### config.mk
export PLATFORM = sky130hd
export DESIGN_NAME = bin_to_bcd_seq
export DESIGN_NICKNAME = d
export VERILOG_FILES = /design/src/rtl/bin_to_bcd_pkg.sv /design/src/rtl/bcd_add3.sv /design/src/rtl/bin_to_bcd_seq.sv
export SDC_FILE = /design/constraint.sdc
export NUM_CORES = 1
export LEC_CHECK = 0
export CORE_MARGIN = 2
export CORE_UTILIZATION = 60
export DETAILED_ROUTE_END_ITERATION = 10
export GPL_TIMING_DRIVEN = 0
export PLACE_DENSITY = 0.88
export REMOVE_ABC_BUFFERS = 1
export SLEW_MARGIN = 10
export SYNTH_ARGS = -nofsm -noshare
export SYNTH_HDL_FRONTEND = slang
export SYNTH_SLANG_ARGS = --single-unit
### constraint.sdc
create_clock -name Clk -period 4.35 [get_ports Clk]
set_clock_uncertainty 0.2 [all_clocks]
set_input_delay 0.87 -clock Clk [delete_from_list [all_inputs] [get_ports Clk]]
set_output_delay 0.87 -clock Clk [all_outputs]
set_load 0.1 [all_outputs]
### src/rtl/bin_to_bcd_pkg.sv
// Shared constants for the sequential binary-to-BCD converter.
package bin_to_bcd_pkg;

  localparam logic [1:0] IDLE  = 2'd0;
  localparam logic [1:0] SHIFT = 2'd1;
  localparam logic [1:0] DONE  = 2'd2;

  localparam int unsigned BCD_W       = 4;
  localparam logic [3:0]  ADD3_THRESH = 4'd5;
  localparam logic [3:0]  ADD3_VAL    = 4'd3;

endpackage

### src/rtl/bcd_add3.sv
// Double-dabble digit correction: a BCD digit of 5 or more gets 3 added
// before the shift (4-bit wrap, no carry out).
module bcd_add3
  import bin_to_bcd_pkg::*;
(
  input  logic [BCD_W-1:0] dig_i,
  output logic [BCD_W-1:0] adj_c
);

  always_comb begin
    adj_c = dig_i;
    if (dig_i >= ADD3_THRESH) begin
      adj_c = dig_i + ADD3_VAL;
    end
  end

endmodule

### src/rtl/bin_to_bcd_seq.sv
// Sequential shift-and-add-3 binary-to-BCD converter, one input bit per clock,
// with a single-entry pending slot for requests arriving mid-conversion.
module bin_to_bcd_seq
  import bin_to_bcd_pkg::*;
#(
  parameter int unsigned WIDTH  = 8,
  parameter int unsigned DIGITS = 3
) (
  input  logic                      Clk,
  input  logic                      Rst_n,
  input  logic [WIDTH-1:0]          Dato,
  input  logic                      Cargar,
  output logic [BCD_W*DIGITS-1:0]   Bcd,
  output logic                      Listo,
  output logic                      Ocupado
);

  localparam int unsigned BCD_TOT = BCD_W * DIGITS;
  localparam int unsigned CNT_W   = (WIDTH > 1) ? $clog2(WIDTH) : 1;

  logic [1:0]         state_q, state_d;
  logic [CNT_W-1:0]   cnt_q, cnt_d;
  logic [WIDTH-1:0]   shift_q, shift_d;
  logic [BCD_TOT-1:0] scr_q, scr_d;
  logic [WIDTH-1:0]   pend_q, pend_d;
  logic               pend_vld_q, pend_vld_d;
  logic [BCD_TOT-1:0] bcd_q, bcd_d;
  logic               listo_q, listo_d;
  logic               ocupado_q, ocupado_d;

  logic [BCD_TOT-1:0]       scr_adj;
  logic [BCD_TOT+WIDTH-1:0] shifted;

  for (genvar g = 0; g < DIGITS; g++) begin : g_add3
    bcd_add3 u_add3 (
      .dig_i (scr_q[g*BCD_W +: BCD_W]),
      .adj_c (scr_adj[g*BCD_W +: BCD_W])
    );
  end

  assign shifted = {scr_adj, shift_q} << 1;

  // Next-state and datapath control
  always_comb begin
    state_d    = state_q;
    cnt_d      = cnt_q;
    shift_d    = shift_q;
    scr_d      = scr_q;
    pend_d     = pend_q;
    pend_vld_d = pend_vld_q;
    bcd_d      = bcd_q;
    listo_d    = 1'b0;

    case (state_q)
      IDLE: begin
        if (Cargar) begin
          shift_d = Dato;
          scr_d   = '0;
          cnt_d   = CNT_W'(WIDTH - 1);
          state_d = SHIFT;
        end
      end
      SHIFT: begin
        {scr_d, shift_d} = shifted;
        cnt_d = cnt_q - CNT_W'(1);
        if (cnt_q == '0) begin
          state_d = DONE;
        end
        if (Cargar) begin
          pend_d     = Dato;
          pend_vld_d = 1'b1;
        end
      end
      DONE: begin
        bcd_d      = scr_q;
        listo_d    = 1'b1;
        pend_vld_d = 1'b0;
        scr_d      = '0;
        cnt_d      = CNT_W'(WIDTH - 1);
        // A fresh request supersedes anything left in the pending slot
        if (Cargar) begin
          shift_d = Dato;
          state_d = SHIFT;
        end else if (pend_vld_q) begin
          shift_d = pend_q;
          state_d = SHIFT;
        end else begin
          state_d = IDLE;
        end
      end
      default: state_d = IDLE;
    endcase

    ocupado_d = (state_d != IDLE);
  end

  always_ff @(posedge Clk) begin
    if (!Rst_n) begin
      state_q    <= IDLE;
      cnt_q      <= '0;
      shift_q    <= '0;
      scr_q      <= '0;
      pend_q     <= '0;
      pend_vld_q <= 1'b0;
      bcd_q      <= '0;
      listo_q    <= 1'b0;
      ocupado_q  <= 1'b0;
    end else begin
      state_q    <= state_d;
      cnt_q      <= cnt_d;
      shift_q    <= shift_d;
      scr_q      <= scr_d;
      pend_q     <= pend_d;
      pend_vld_q <= pend_vld_d;
      bcd_q      <= bcd_d;
      listo_q    <= listo_d;
      ocupado_q  <= ocupado_d;
    end
  end

  assign Bcd     = bcd_q;
  assign Listo   = listo_q;
  assign Ocupado = ocupado_q;

endmodule

Word level (Yosys, flattened, before mapping)
Index checks and enable logic that the tools add are counted.
Storage, ports and cells
  output and inout port bits: 14
  input bits: 11
  register bits after elaboration: 48
Cells by class
  mux-type cells: 19
  add/subtract/negate cells: 4
  reductions and logical operators: 9
  order comparisons: 3
  equality and inequality tests: 5
Operators by type and width (count)
  $pmux W12 S3: 1
  $mux W8: 3
  $pmux W8 S3: 1
  $ge A4 B3 Y1 const B: 3
  $mux W12: 1
  $pmux W3 S3: 1
  $add A4 B2 Y4 const B: 2
  $mux W4: 2
  $mux W3: 2
  $pmux W2 S3: 1
  $reduce_and A2 Y1: 3
  $mux W1: 4
  $mux W2: 2
  $ne A2 B2 Y1 const B: 2
  $reduce_bool A2 Y1: 2
  $add A3 B2 Y3 const B: 1
  $logic_not A3 Y1: 1
  $ne A3 B3 Y1 const B: 1
  $reduce_and A3 Y1: 1
  $reduce_bool A3 Y1: 1
  $sub A3 B1 Y3 const B: 1
  $eq A2 B1 Y1 const B: 1
  $eq A2 B2 Y1 const B: 1
  $logic_not A2 Y1: 1
  $pmux W1 S2: 1

Depth between registers and ports, before layout
Gate-level depths: netlist of run 1.
  word-level depth: 4
  depth in mapped cells: 8
  depth with buffers taken out: 7

Modules after synthesis
A second synthesis of run 1 with hierarchy kept.
Second synthesis, totals
  cell total of the unflattened synthesis: 288
  area total of the unflattened synthesis: 2481.1 um^2
By module, submodules not included
  bin_to_bcd_seq: times used 1, cells each 240, sequential area each 960.9 um^2, area each 2177.1 um^2
  bcd_add3: times used 3, cells each 16, sequential area each 0.0 um^2, area each 101.3 um^2

Worst setup path before layout of run 1
No wires, ideal clock.
  kind: flip-flop to output port
  start: reg bcd_q[0], in the netlist Bcd[0]
  end: out Bcd[0]
  data required time: 3.280 ns
  cell stages (with the launch flop): 1
  arrival: 0.924 ns
  path slack: 2.356 ns
  path through: dfxtp_1
RTL lines
  from (decl): line bin_to_bcd_seq.sv:27  | logic [BCD_TOT-1:0] bcd_q, bcd_d;
  from (signal assigned): line bin_to_bcd_seq.sv:105  | bcd_q <= '0;
  from (signal assigned): line bin_to_bcd_seq.sv:115  | bcd_q <= bcd_d;
  to (decl): line bin_to_bcd_seq.sv:13  | output logic [BCD_W*DIGITS-1:0] Bcd,
No word-level cell between the ends.

Final worst setup path of run 1
  start: in Cargar
  end: reg scr_q[2]
On the way
  cells in the longest elaborated chain, start to end: 2
RTL lines
  from (decl): line bin_to_bcd_seq.sv:12  | input logic Cargar,
  $ne A2 B2 Y1 (no source line)
  $reduce_and A2 Y1 (no source line)
  to (signal assigned): line bin_to_bcd_seq.sv:112  | scr_q <= scr_d;
  to (decl): line bin_to_bcd_seq.sv:24  | logic [BCD_TOT-1:0] scr_q, scr_d;
No other way between the ends.
A chain may end at the register's enable or synchronous reset.

==> results of run 1 <==
registers in the layout, indices dropped and copies added (netlist names):
signal      count
Bcd            12
Listo           1
Ocupado         1
cnt_q           3
pend_q          8
pend_vld_q      1
scr_q          12
shift_q         8
state_q         2
metal layers:
layer  vias to the layer above  global-route usage [%]
met1                       877                    26.7
met4                         0                    6.12
met3                         7                    4.05
met2                        28                    38.4
li1                        946                       -
met5                         -                       0
worst max-delay path, cell delays in order:
cell	delay, ns
clkdlybuf4s50_1	1.08
nor2b_2	0.15
nor2_1	0.59
nand3_1	0.40
o2bb2ai_1	0.27
placed cells by master (no fill, tap or decap), types with 4 or more instances in the layout:
| cell type | synthesis | routed |
|---|---|---|
| dfxtp_1 | 48 | 48 |
| nand2_1 | 29 | 29 |
| o21ai_0 | 24 | 24 |
| clkdlybuf4s50_1 | 0 | 23 |
| nand3_1 | 19 | 19 |
| a21boi_0 | 19 | 19 |
| nor2b_1 | 14 | 14 |
| ha_1 | 13 | 13 |
| mux2i_1 | 12 | 12 |
| inv_1 | 11 | 11 |
| a21oi_1 | 11 | 11 |
| o2bb2ai_1 | 8 | 8 |
| nor3b_1 | 6 | 6 |
| o22ai_1 | 6 | 6 |
| clkbuf_8 | 0 | 5 |
| nand2b_1 | 4 | 4 |
logic make-up after synthesis:
logic type	count (synthesis)
AND/OR/NAND/NOR	86
AO/OA/AOI/OAI	72
flip-flops	48
buffers and inverters	28
multiplexers	15
adder cells (fa/ha/maj)	13
XOR/XNOR	3
worst max-delay path by stage:
stage	from	endpoint	slack, ns	cells past startpoint
floorplan	state_q[0]$_SDFF_PN0_	shift_q[1]$_SDFFE_PN0P_	2.18	6
global placement	Cargar	scr_q[9]$_SDFFE_PN0P_	0.81	5
detailed placement	Cargar	scr_q[2]$_SDFFE_PN0P_	0.76	5
CTS	Cargar	scr_q[9]$_SDFFE_PN0P_	1.03	5
global route	Cargar	scr_q[6]$_SDFFE_PN0P_	0.74	5
finish	Cargar	scr_q[2]$_SDFFE_PN0P_	1.01	5
report_power, final:
group          leakage (nW)  internal, W  switching [W]  total, W
Clock                0.0501     0.000165       0.000136  0.000301
Combinational         0.461    0.0000492      0.0000775  0.000127
Sequential            0.391     0.000459      0.0000112  0.000470
metrics by stage:
stage | utilization [%] | std cells | worst slack, ns
after CTS | 71.5 | 326 | 1.03
after detailed placement | 68.9 | 320 | 0.756
after global routing | 71.4 | 326 | 0.738
after floorplan | - | 248 | 2.18
after global placement | 68.9 | 320 | 0.811
final | 71.4 | 326 | 1.01
final cells by class:
cell class | instances | area, um^2
multi-input combinational | 189 | 1260
inverter | 11 | 41.3
tap | 48 | 60.1
clock buffer | 5 | 68.8
fill | 291 | 1060
clock inverter | 1 | 30.0
timing repair buffer | 24 | 235
sequential | 48 | 961
==> key figures, run 1 <==
Yosys
  • Synthesized area per cell: 8.88 um^2
  • Mux contribution to synthesized area: 6.54%
  • Most numerous cell in the Yosys netlist: dfxtp_1
  • Yosys top cell area share: 40.8%
  • Mapped Area: 0.00235 mm^2
  • Synth Area in Adders: 6.91%
  • Post-synth EDFFs: 0
  • Syn. warnings: 0
  • Seq cells post-synth: 48
  • Gate Count Post-Synth: 265
  • Fraction of registers with async set/reset: 0%
  • Ys flop type: dfxtp_1
  • XOR/XNOR Fraction of Synth Area: 1.12%
  • Post-synth top cells: dfxtp_1, nand2_1, o21ai_0, a21boi_0, nand3_1
  • Largest family of logic cells by synthesized area: compound AO/OA/AOI/OAI gates
  • Post-synthesis compound-gate area fraction: 19.6%
  • Register area share after synthesis: 40.8%
  • Dominant cell type by area after synthesis: dfxtp_1
  • Post-synthesis simple-gate area fraction: 19.2%
  • Post-synth cell types: 31
  • Synth top area cells: dfxtp_1, ha_1, a21boi_0, mux2i_1, o21ai_0

Critical path
  • Crit Reg-Reg Endpoint: shift_q[5]$_SDFFE_PN0P_
  • CP Capture Type: flip-flop
  • R2R depth: 6
  • Crit path max fanout: 31
  • Critical path startpoint category: input port
  • Worst Path Required: 4.37 ns
  • Critical R2R Launch: state_q[0]$_SDFF_PN0_
  • Crit path kind: input port to flip-flop
  • Flop-to-flop setup slack: 1.50 ns
  • Crit path DAT: 3.36 ns

Finish
  • Area grow syn2layout: 12.8%
  • Ant. Diodes: 0
  • Post-route cell area: 0.00265 mm^2
  • Share of cells above drive strength 1: 5.04%
  • NumNets Final: 303

Clock tree
  • Post-CTS setup buffers: 0
  • CTS tree: built
  • Num CTS Buffers: 5
  • Clock-pin transition on the worst setup and hold timing paths: 0.08 ns
  • Clock latency on the worst-skew pair: 0.29 ns
  • Root Buffer: clkbuf_8
  • Longest Clk Path Bufs: 2
  • CTS H-tree depth: 2
  • CTS sink cnt: 48
  • CTS hold repair buffers: 0
  • Post-CTS resize count: 0

Floorplan
  • Die height: 66.6 um
  • Total die area: 0.00444 mm^2
  • Core Region: 0.00372 mm^2
  • Initial core utilization: 63.3%
  • # IOs: 25
  • Cell Rows: 22
  • Die Width: 66.6 um

STA
  • Final hold vios: 0
  • Pins over their slew limit: 0
  • Fin crit share: 76.8%
  • Hold WS: 0.265 ns
  • Final Critical Period: 3.34 ns
  • RSZ-0062 raised after global routing: false
  • Slew @ Worst Pin: 1.14 ns
  • TNS Setup: 0 ns
  • Slew margin rel.: 24.3%
  • Final setup violation count: 0
  • Fmax: 299 MHz

Power and ir drop
  • Leakage power: 0.901 nW
  • PwrDens: 338 mW/mm^2
  • Maximum vdd drop: 0.000269 V
  • Power consumption: 0.000897 W

Placement
  • PortBufs: 24
  • Dpl cell area: 0.00256 mm^2
  • Post-DP HPWL: 2.74 mm
  • Gpl congestion: 0.737

Drt
  • Initial DRC Count: 173
  • Routed wire length: 4.44 mm
  • Wire per inst: 13.6 um
  • Met3 wire len: 137 um
  • Number of remaining DRC errors: 0
  • WL met1: 2.06 mm
  • Vias per cell: 5.70
  • WL met2: 2.19 mm
  • Vias: 1858
  • Highest metal used: met4
  • Antenna Nets Post-Route: 0
  • DRT Pass-1 Iters: 4

Min path
  • Hold path startpoint: pend_q[3]$_SDFFE_PN0P_
  • Hold Path End: pend_q[3]$_SDFFE_PN0P_
  • Hold Path Class: flip-flop to flip-flop
  • Worst Hold Depth: 2

Run
  • Max cap viols: 0

Global routing
  • Largest net degree at the start of global routing: 42
  • Vias in the first global route: 1747
  • Initial antenna violation count: 0
  • Grt total ovfl: 0
  • First-pass GRT wire length: 7.55 mm
  • Total GRT Usage: 21.7%

Run status
  • Status: finished, final reports clean
(Power assumes the default switching activity.)
==> run 2, diff against run 1 <==
CORE_UTILIZATION = 50   (was 60)
PLACE_DENSITY = 0.79   (was 0.88)
clock period = 2.9 ns   (was 4.35 ns; I/O delays follow)
==> run 2 against run 1 <==
Net effect:
- die area rose by 19%
- core utilization decreased by 11 points
- non-clock buffer count is the same
- via count shrank 0.27%
- sequential cell count is the same
- final area rose by 0.71%
- register-to-register slack worse by 1.2 ns
- sequential share of layout area down 0.25 points
==> key figures, run 2 (synthesized netlist as in run 1, its figures left out) <==
STA
  • PnR worst setup slack: 0.281 ns (-0.728 ns)
  • Slew @ Worst Pin: 1.14 ns (+0.00833 ns)
  • Final Critical Period: 2.62 ns
  • TNS Setup: 0 ns (unchanged)
  • Pins over their slew limit: 0 (unchanged)
  • Final hold vios: 0 (unchanged)
  • Final setup violation count: 0 (unchanged)
  • Fmax: 382 MHz
  • Fin crit share: 90.3%
  • Slew margin rel.: 23.7% (-0.56 points)
  • RSZ-0062 raised after global routing: false
  • Hold WS: 0.267 ns (+0.00257 ns)

Critical path
  • Critical path startpoint category: flip-flop
  • Largest stage delay on the critical path: 0.93 ns (-0.15 ns)
  • Critical R2R Launch: state_q[0]$_SDFF_PN0_
  • Crit path max fanout: 25 (-19%)
  • Critical Path, Cell by Cell: inv_1, ha_1, nor3b_1, nor3_4, nand2_1, o22ai_1
  • Slowest cell on the critical path: ha_1
  • R2R depth: 6 (unchanged)
  • Cell family with most CP delay: adder cells
  • Crit Reg-Reg Endpoint: shift_q[1]$_SDFFE_PN0P_
  • CP Capture Type: flip-flop
  • Buffers & Inverters on Critical Path: 1 (unchanged)
  • Crit path DAT: 2.59 ns (-0.77 ns)
  • Flop-to-flop setup slack: 0.28 ns (-1.22 ns)
  • Crit path kind: flip-flop to flip-flop
  • Worst Path Required: 2.87 ns (-1.50 ns)

Finish
  • Most frequent cells in the layout: dfxtp_1, nand2_1, o21ai_0
  • Area grow syn2layout: 13.6%
  • Final Util: 60.1% (-11 points)
  • NumNets Final: 303 (unchanged)
  • Commonest non-fill, non-tap cell in the layout: dfxtp_1
  • Ant. Diodes: 0 (unchanged)
  • Share of cells above drive strength 1: 6.07% (+1.0 points)

Clock tree
  • CTS H-tree depth: 2 (unchanged)
  • Clock-pin transition on the worst setup and hold timing paths: 0.09 ns (about the same)
  • Longest Clk Path Bufs: 2 (unchanged)
  • Post-CTS setup buffers: 0 (unchanged)
  • Clock latency on the worst-skew pair: 0.30 ns (about the same)
  • CTS sink cnt: 48 (unchanged)
  • CTS hold repair buffers: 0 (unchanged)
  • Num CTS Buffers: 5 (unchanged)
  • CTS tree: built
  • Root Buffer: clkbuf_8

Drt
  • Antenna Nets Post-Route: 0 (unchanged)
  • DRT Pass-1 Iters: 4 (unchanged)
  • Routed wire length: 4.43 mm (-0.20%)
  • Wire per inst: 13.3 um (-2.0%)
  • Initial DRC Count: 83 (-52%)
  • Vias: 1853 (-0.27%)
  • Number of remaining DRC errors: 0 (unchanged)
  • Vias per cell: 5.58 (-2.1%)

Global routing
  • Initial antenna violation count: 0 (unchanged)
  • Grt total ovfl: 0 (unchanged)
  • Vias in the first global route: 1735 (-0.69%)
  • Total GRT Usage: 18.5% (-3.2 points)
  • First-pass GRT wire length: 7.73 mm (+2.5%)
  • Largest net degree at the start of global routing: 42 (unchanged)

Floorplan
  • Total die area: 0.00527 mm^2 (+19%)
  • Initial core utilization: 53.0% (-10 points)
  • Die height: 72.6 um (+9.0%)
  • Die Width: 72.6 um (+9.0%)
  • Core Region: 0.00444 mm^2 (+20%)
  • Cell Rows: 24 (+9.1%)
  • # IOs: 25 (unchanged)

Placement
  • PortBufs: 24 (unchanged)
  • Gpl congestion: 0.716 (-2.9%)
  • Post-DP HPWL: 2.83 mm (+3.1%)
  • Post-Place Worst Slack: -0.393 ns (-1.15 ns)

Run
  • Max cap viols: 0 (unchanged)

Power and ir drop
  • Leakage power: 0.908 nW (+0.76%)
  • Power consumption: 0.00138 W (+54%)
  • Maximum vdd drop: 0.000339 V (+26%)
  • PwrDens: 516 mW/mm^2 (+53%)

Min path
  • Hold Path End: pend_q[4]$_SDFFE_PN0P_
  • Worst Hold Depth: 2 (unchanged)
  • Hold Path Class: flip-flop to flip-flop
  • Hold path startpoint: pend_q[4]$_SDFFE_PN0P_

Run status
  • Status: finished, final reports clean
[run 2: cell count changes in the layout (fill, tap and decap cells not counted), sizes merged]
cell           change
clkinvlp           +1
clkbuf             +1
clkinv             +1
clkdlybuf4s50      -1
[run 2: repair_timing]
item,CTS,global route
setup endpoints to repair,14,14
hold endpoints to repair,0,0
gates resized for setup,1,3
[run 2: area by class of cell]
type                            instances  area (um^2)
Fill cell                             403         1770
Multi-Input combinational cell        189         1260
Sequential cell                        48          961
Timing Repair Buffer                   24          230
Clock buffer                            5         68.8
Tap cell                               52         65.1
Clock inverter                          3         42.5
Inverter                               11         41.3
[run 2: metrics by stage]
step,cell area [um^2],instances
final,2670,332
after floorplan,2260,248
after detailed placement,2560,324
after CTS,2680,332
after global placement,2560,324
after global routing,2670,332
[run 2: worst register-to-register path: stages (launching register included)]
cell	delay, ns
dfxtp_1	0.36
inv_1	0.10
ha_1	0.93
nor3b_1	0.44
nor3_4	0.13
nand2_1	0.21
o22ai_1	0.12
[run 2: worst max-delay path by stage]
| stage | startpoint | to | slack (ns) | cells after the start |
|---|---|---|---|---|
| 2_1_floorplan | state_q[0]$_SDFF_PN0_ | shift_q[1]$_SDFFE_PN0P_ | 0.73 | 6 |
| 3_3_place_gp | Cargar | scr_q[5]$_SDFFE_PN0P_ | -0.38 | 5 |
| 3_5_place_dp | Cargar | scr_q[4]$_SDFFE_PN0P_ | -0.39 | 5 |
| 4_1_cts | state_q[0]$_SDFF_PN0_ | shift_q[5]$_SDFFE_PN0P_ | 0.05 | 6 |
| 5_1_grt | state_q[0]$_SDFF_PN0_ | shift_q[1]$_SDFFE_PN0P_ | 0.06 | 6 |
| 6_report | state_q[0]$_SDFF_PN0_ | shift_q[1]$_SDFFE_PN0P_ | 0.28 | 6 |
[run 2: power breakdown]
part / leakage (nW) / total, W / switching (W) / internal [W]
Clock: 0.0541 / 0.000485 / 0.000229 / 0.000255
Combinational: 0.464 / 0.000190 / 0.000116 / 0.0000739
Sequential: 0.391 / 0.000705 / 0.0000168 / 0.000688
Total: 0.908 / 0.00138 / 0.000362 / 0.00102
[run 2: layer usage]
metal | up-vias | GRT usage, % | wire length, um
met3 | 2 | 5.11 | 164
met1 | 880 | 22.7 | 2040
met4 | 0 | 5.56 | 34
met2 | 25 | 31.5 | 2190
met5 | - | 0 | 0
li1 | 946 | - | -
==> run 3, diff against run 2 <==
ABC_AREA = 1   (was not set)
CORE_UTILIZATION = 51   (was 50)
CTS_CLUSTER_SIZE = 24   (was not set)
HOLD_SLACK_MARGIN = 0.05   (was not set)
PLACE_DENSITY = 0.8   (was 0.79)
==> run 3 against run 2 <==
Net effect:
- core utilization fell by 1.1 points
- critical path depth fell by 5
- first-iteration DRC count rose by 27%
- synthesized area rose by 3.0%
- sequential cell count did not move
- synthesized cell count rose by 31%
- die area rose by 0.97%
- largest cell class unchanged
- highest routed layer unchanged
==> key figures, run 3 <==
Drt
  • Number of remaining DRC errors: 0 (unchanged)
  • Routed wire length: 4.82 mm (+8.9%)
  • Wire per inst: 11.5 um (-14%)
  • DRT Pass-1 Iters: 4 (unchanged)
  • Vias: 2160 (+17%)
  • Initial DRC Count: 105 (+27%)
  • Vias per cell: 5.16 (-7.6%)
  • Antenna Nets Post-Route: 0 (unchanged)

STA
  • Final Critical Period: 2.55 ns (-0.0648 ns)
  • TNS Setup: 0 ns (unchanged)
  • Pins over their slew limit: 0 (unchanged)
  • RSZ-0062 raised after global routing: false
  • Fmax: 391 MHz (+2.5%)
  • PnR worst setup slack: 0.345 ns (+0.0648 ns)
  • Final setup violation count: 0 (unchanged)
  • Final hold vios: 0 (unchanged)
  • Slew @ Worst Pin: 1.08 ns (-0.0681 ns)
  • Slew margin rel.: 28.0% (+4.3 points)
  • Fin crit share: 88.1% (-2.2 points)

Yosys
  • Register area share after synthesis: 39.6% (-1.2 points)
  • XOR/XNOR Fraction of Synth Area: 0% (-1.1 points)
  • Post-synth top cells: nand2_1, dfxtp_1, inv_1, a21oi_1, nand3_1
  • Synth top area cells: dfxtp_1, nand2_1, a21oi_1, inv_1, ha_1
  • Gate Count Post-Synth: 348 (+31%)
  • Post-synthesis compound-gate area fraction: 16.5% (-3.1 points)
  • Post-synth cell types: 25 (-19%)
  • Mux contribution to synthesized area: 0% (-6.5 points)
  • Seq cells post-synth: 48 (unchanged)
  • Syn. warnings: 0 (unchanged)
  • Synthesized area per cell: 6.97 um^2 (-22%)
  • Yosys top cell area share: 39.6% (-1.2 points)
  • Synth Area in Adders: 6.71% (-0.20 points)
  • Fraction of registers with async set/reset: 0% (unchanged)
  • Largest family of logic cells by synthesized area: simple AND/OR/NAND/NOR gates
  • Mapped Area: 0.00242 mm^2 (+3.0%)
  • Ys flop type: dfxtp_1
  • Most numerous cell in the Yosys netlist: nand2_1
  • Dominant cell type by area after synthesis: dfxtp_1
  • Post-synth EDFFs: 0 (unchanged)
  • Post-synthesis simple-gate area fraction: 25.7% (+6.5 points)

Power and ir drop
  • Flop pwr share: 49.8% (-1.3 points)
  • Int Pwr: 0.00101 W (-0.98%)
  • Leakage power: 1.22 nW (+34%)
  • Sw Ratio: 30.5% (+4.3 points)
  • Sw Pwr: 0.000443 W (+22%)
  • Power consumption: 0.00145 W (+5.1%)
  • Part of the power in combinational logic: 21.0% (+7.2 points)
  • Maximum vdd drop: 0.000236 V (-31%)
  • Clock network power share: 29.1% (-6.0 points)
  • PwrDens: 527 mW/mm^2 (+2.2%)

Critical path
  • Critical Path, Cell by Cell: clkdlybuf4s50_1
  • Crit path kind: flip-flop to primary output
  • CP Capture Type: primary output
  • Crit path max fanout: 2 (-92%)
  • Buffers & Inverters on Critical Path: 1 (unchanged)
  • Largest stage delay on the critical path: 1.14 ns (+0.21 ns)
  • Worst Path Required: 2.12 ns (-0.75 ns)
  • Crit path DAT: 1.77 ns (-0.82 ns)
  • Slowest cell on the critical path: clkdlybuf4s50_1
  • Critical path startpoint category: flip-flop
  • Cell family with most CP delay: buffers and inverters

Clock tree
  • Root Buffer: clkbuf_8
  • Clock latency on the worst-skew pair: 0.30 ns (about the same)
  • Post-CTS setup buffers: 0 (unchanged)
  • Post-CTS resize count: 0 (-1)
  • CTS tree: built
  • Num CTS Buffers: 5 (unchanged)
  • CTS H-tree depth: 2 (unchanged)
  • Longest Clk Path Bufs: 2 (unchanged)
  • Clock-pin transition on the worst setup and hold timing paths: 0.08 ns (about the same)
  • CTS hold repair buffers: 0 (unchanged)
  • CTS sink cnt: 48 (unchanged)

Global routing
  • Largest net degree at the start of global routing: 33 (-21%)
  • Vias in the first global route: 1958 (+13%)
  • Initial antenna violation count: 0 (unchanged)
  • Grt total ovfl: 0 (unchanged)
  • Total GRT Usage: 20.1% (+1.7 points)
  • First-pass GRT wire length: 8.45 mm (+9.2%)

Floorplan
  • Die Width: 73.0 um (+0.48%)
  • Cell Rows: 25 (+4.2%)
  • # IOs: 25 (unchanged)
  • Core Region: 0.00466 mm^2 (+4.9%)
  • Die height: 73.0 um (+0.48%)
  • Initial core utilization: 52.0% (-0.93 points)
  • Total die area: 0.00532 mm^2 (+0.97%)

Run status
  • Status: finished, final reports clean

Finish
  • Most frequent cells in the layout: nand2_1, dfxtp_1, inv_1
  • Ant. Diodes: 0 (unchanged)
  • NumNets Final: 389 (+28%)
  • Area grow syn2layout: 13.4%
  • Share of cells above drive strength 1: 5.75% (-0.32 points)
  • Commonest non-fill, non-tap cell in the layout: nand2_1

Placement
  • Post-DP HPWL: 3.33 mm (+18%)
  • PortBufs: 24 (unchanged)
  • Gpl congestion: 0.791 (+10%)
  • Post-Place Worst Slack: 0.0178 ns (+0.411 ns)

Min path
  • Hold Path Class: flip-flop to flip-flop

Run
  • Max cap viols: 0 (unchanged)
## run 3: cell count changes in the layout (fill, tap and decap cells not counted), moves of 8 or more
cell,change
inv_1,+33
a21boi_0,-19
nor2_1,+16
o2bb2ai_1,-8
nor2b_1,-14
mux2i_1,-12
nand3_1,+8
nand2_1,+56
a21oi_1,+32
## run 3: path summary, 6_finish.rpt
kind / startpoint / endpoint / slack [ns] / cells after the start
max: Bcd[8]$_SDFFE_PN0P_ / Bcd[8] / 0.35 / 1
min: pend_q[7]$_SDFFE_PN0P_ / pend_q[7]$_SDFFE_PN0P_ / 0.26 / 2
max reg2reg: state_q[0]$_SDFF_PN0_ / shift_q[0]$_SDFFE_PN0P_ / 0.68 / 7
min reg2reg: pend_q[7]$_SDFFE_PN0P_ / pend_q[7]$_SDFFE_PN0P_ / 0.26 / 2
## run 3: routing by layer
layer  share of wire [%]  GRT usage [%]  wire length (um)  up-vias
met4                 1.5           7.82                70        0
met3                 2.7           4.28               132        7
met1                  47           24.2              2270      974
met5                   0              0                 0        -
li1                    -              -                 -     1144
met2                  49           34.9              2350       35
## run 3: logic make-up (layout without fill, tap and decap cells)
family,after synthesis,count (layout)
DFF,48,48
and+or+nand+nor,143,143
buffers and inverters,66,83
AOI/OAI and AO/OA,78,78
adders and majority gates,13,13
## run 3: power groups by stage
stage | Sequential (W) | Combinational, W | Clock [W]
3_5_place_dp | 0.000738 | 0.000305 | 0
6_report | 0.000723 | 0.000305 | 0.000422
2_1_floorplan | 0.000790 | 0.000171 | 0
4_1_cts | 0.000723 | 0.000307 | 0.000442
5_1_grt | 0.000729 | 0.000341 | 0.000457
3_3_place_gp | 0.000736 | 0.000301 | 0
## run 3: layout make-up
class / count / area (um^2)
clock buffers: 7 / 96.3
well taps: 54 / 67.6
multi-input cells: 234 / 1190
inverters: 52 / 199
repair buffers: 24 / 240
fillers: 438 / 1910
flip-flops and latches: 48 / 961
## run 3: per-stage QoR
step | util (%) | std cells | hold slack (ns) | cell area (um^2)
3_3_place_gp | 56.9 | 412 | 0.240 | 2650
3_5_place_dp | 56.9 | 412 | 0.251 | 2650
5_1_grt | 59.0 | 419 | 0.276 | 2750
2_1_floorplan | - | 334 | 0.222 | 2350
6_report | 59.0 | 419 | 0.261 | 2750
4_1_cts | 59.0 | 419 | 0.262 | 2750
## run 3: tightest hold or removal path: cells and delay by family, from the launching register on
kind	cells	cell delay, ns
AO/OA/AOI/OAI	1	0.05
buffers and inverters	1	0.06
flip-flops	1	0.31
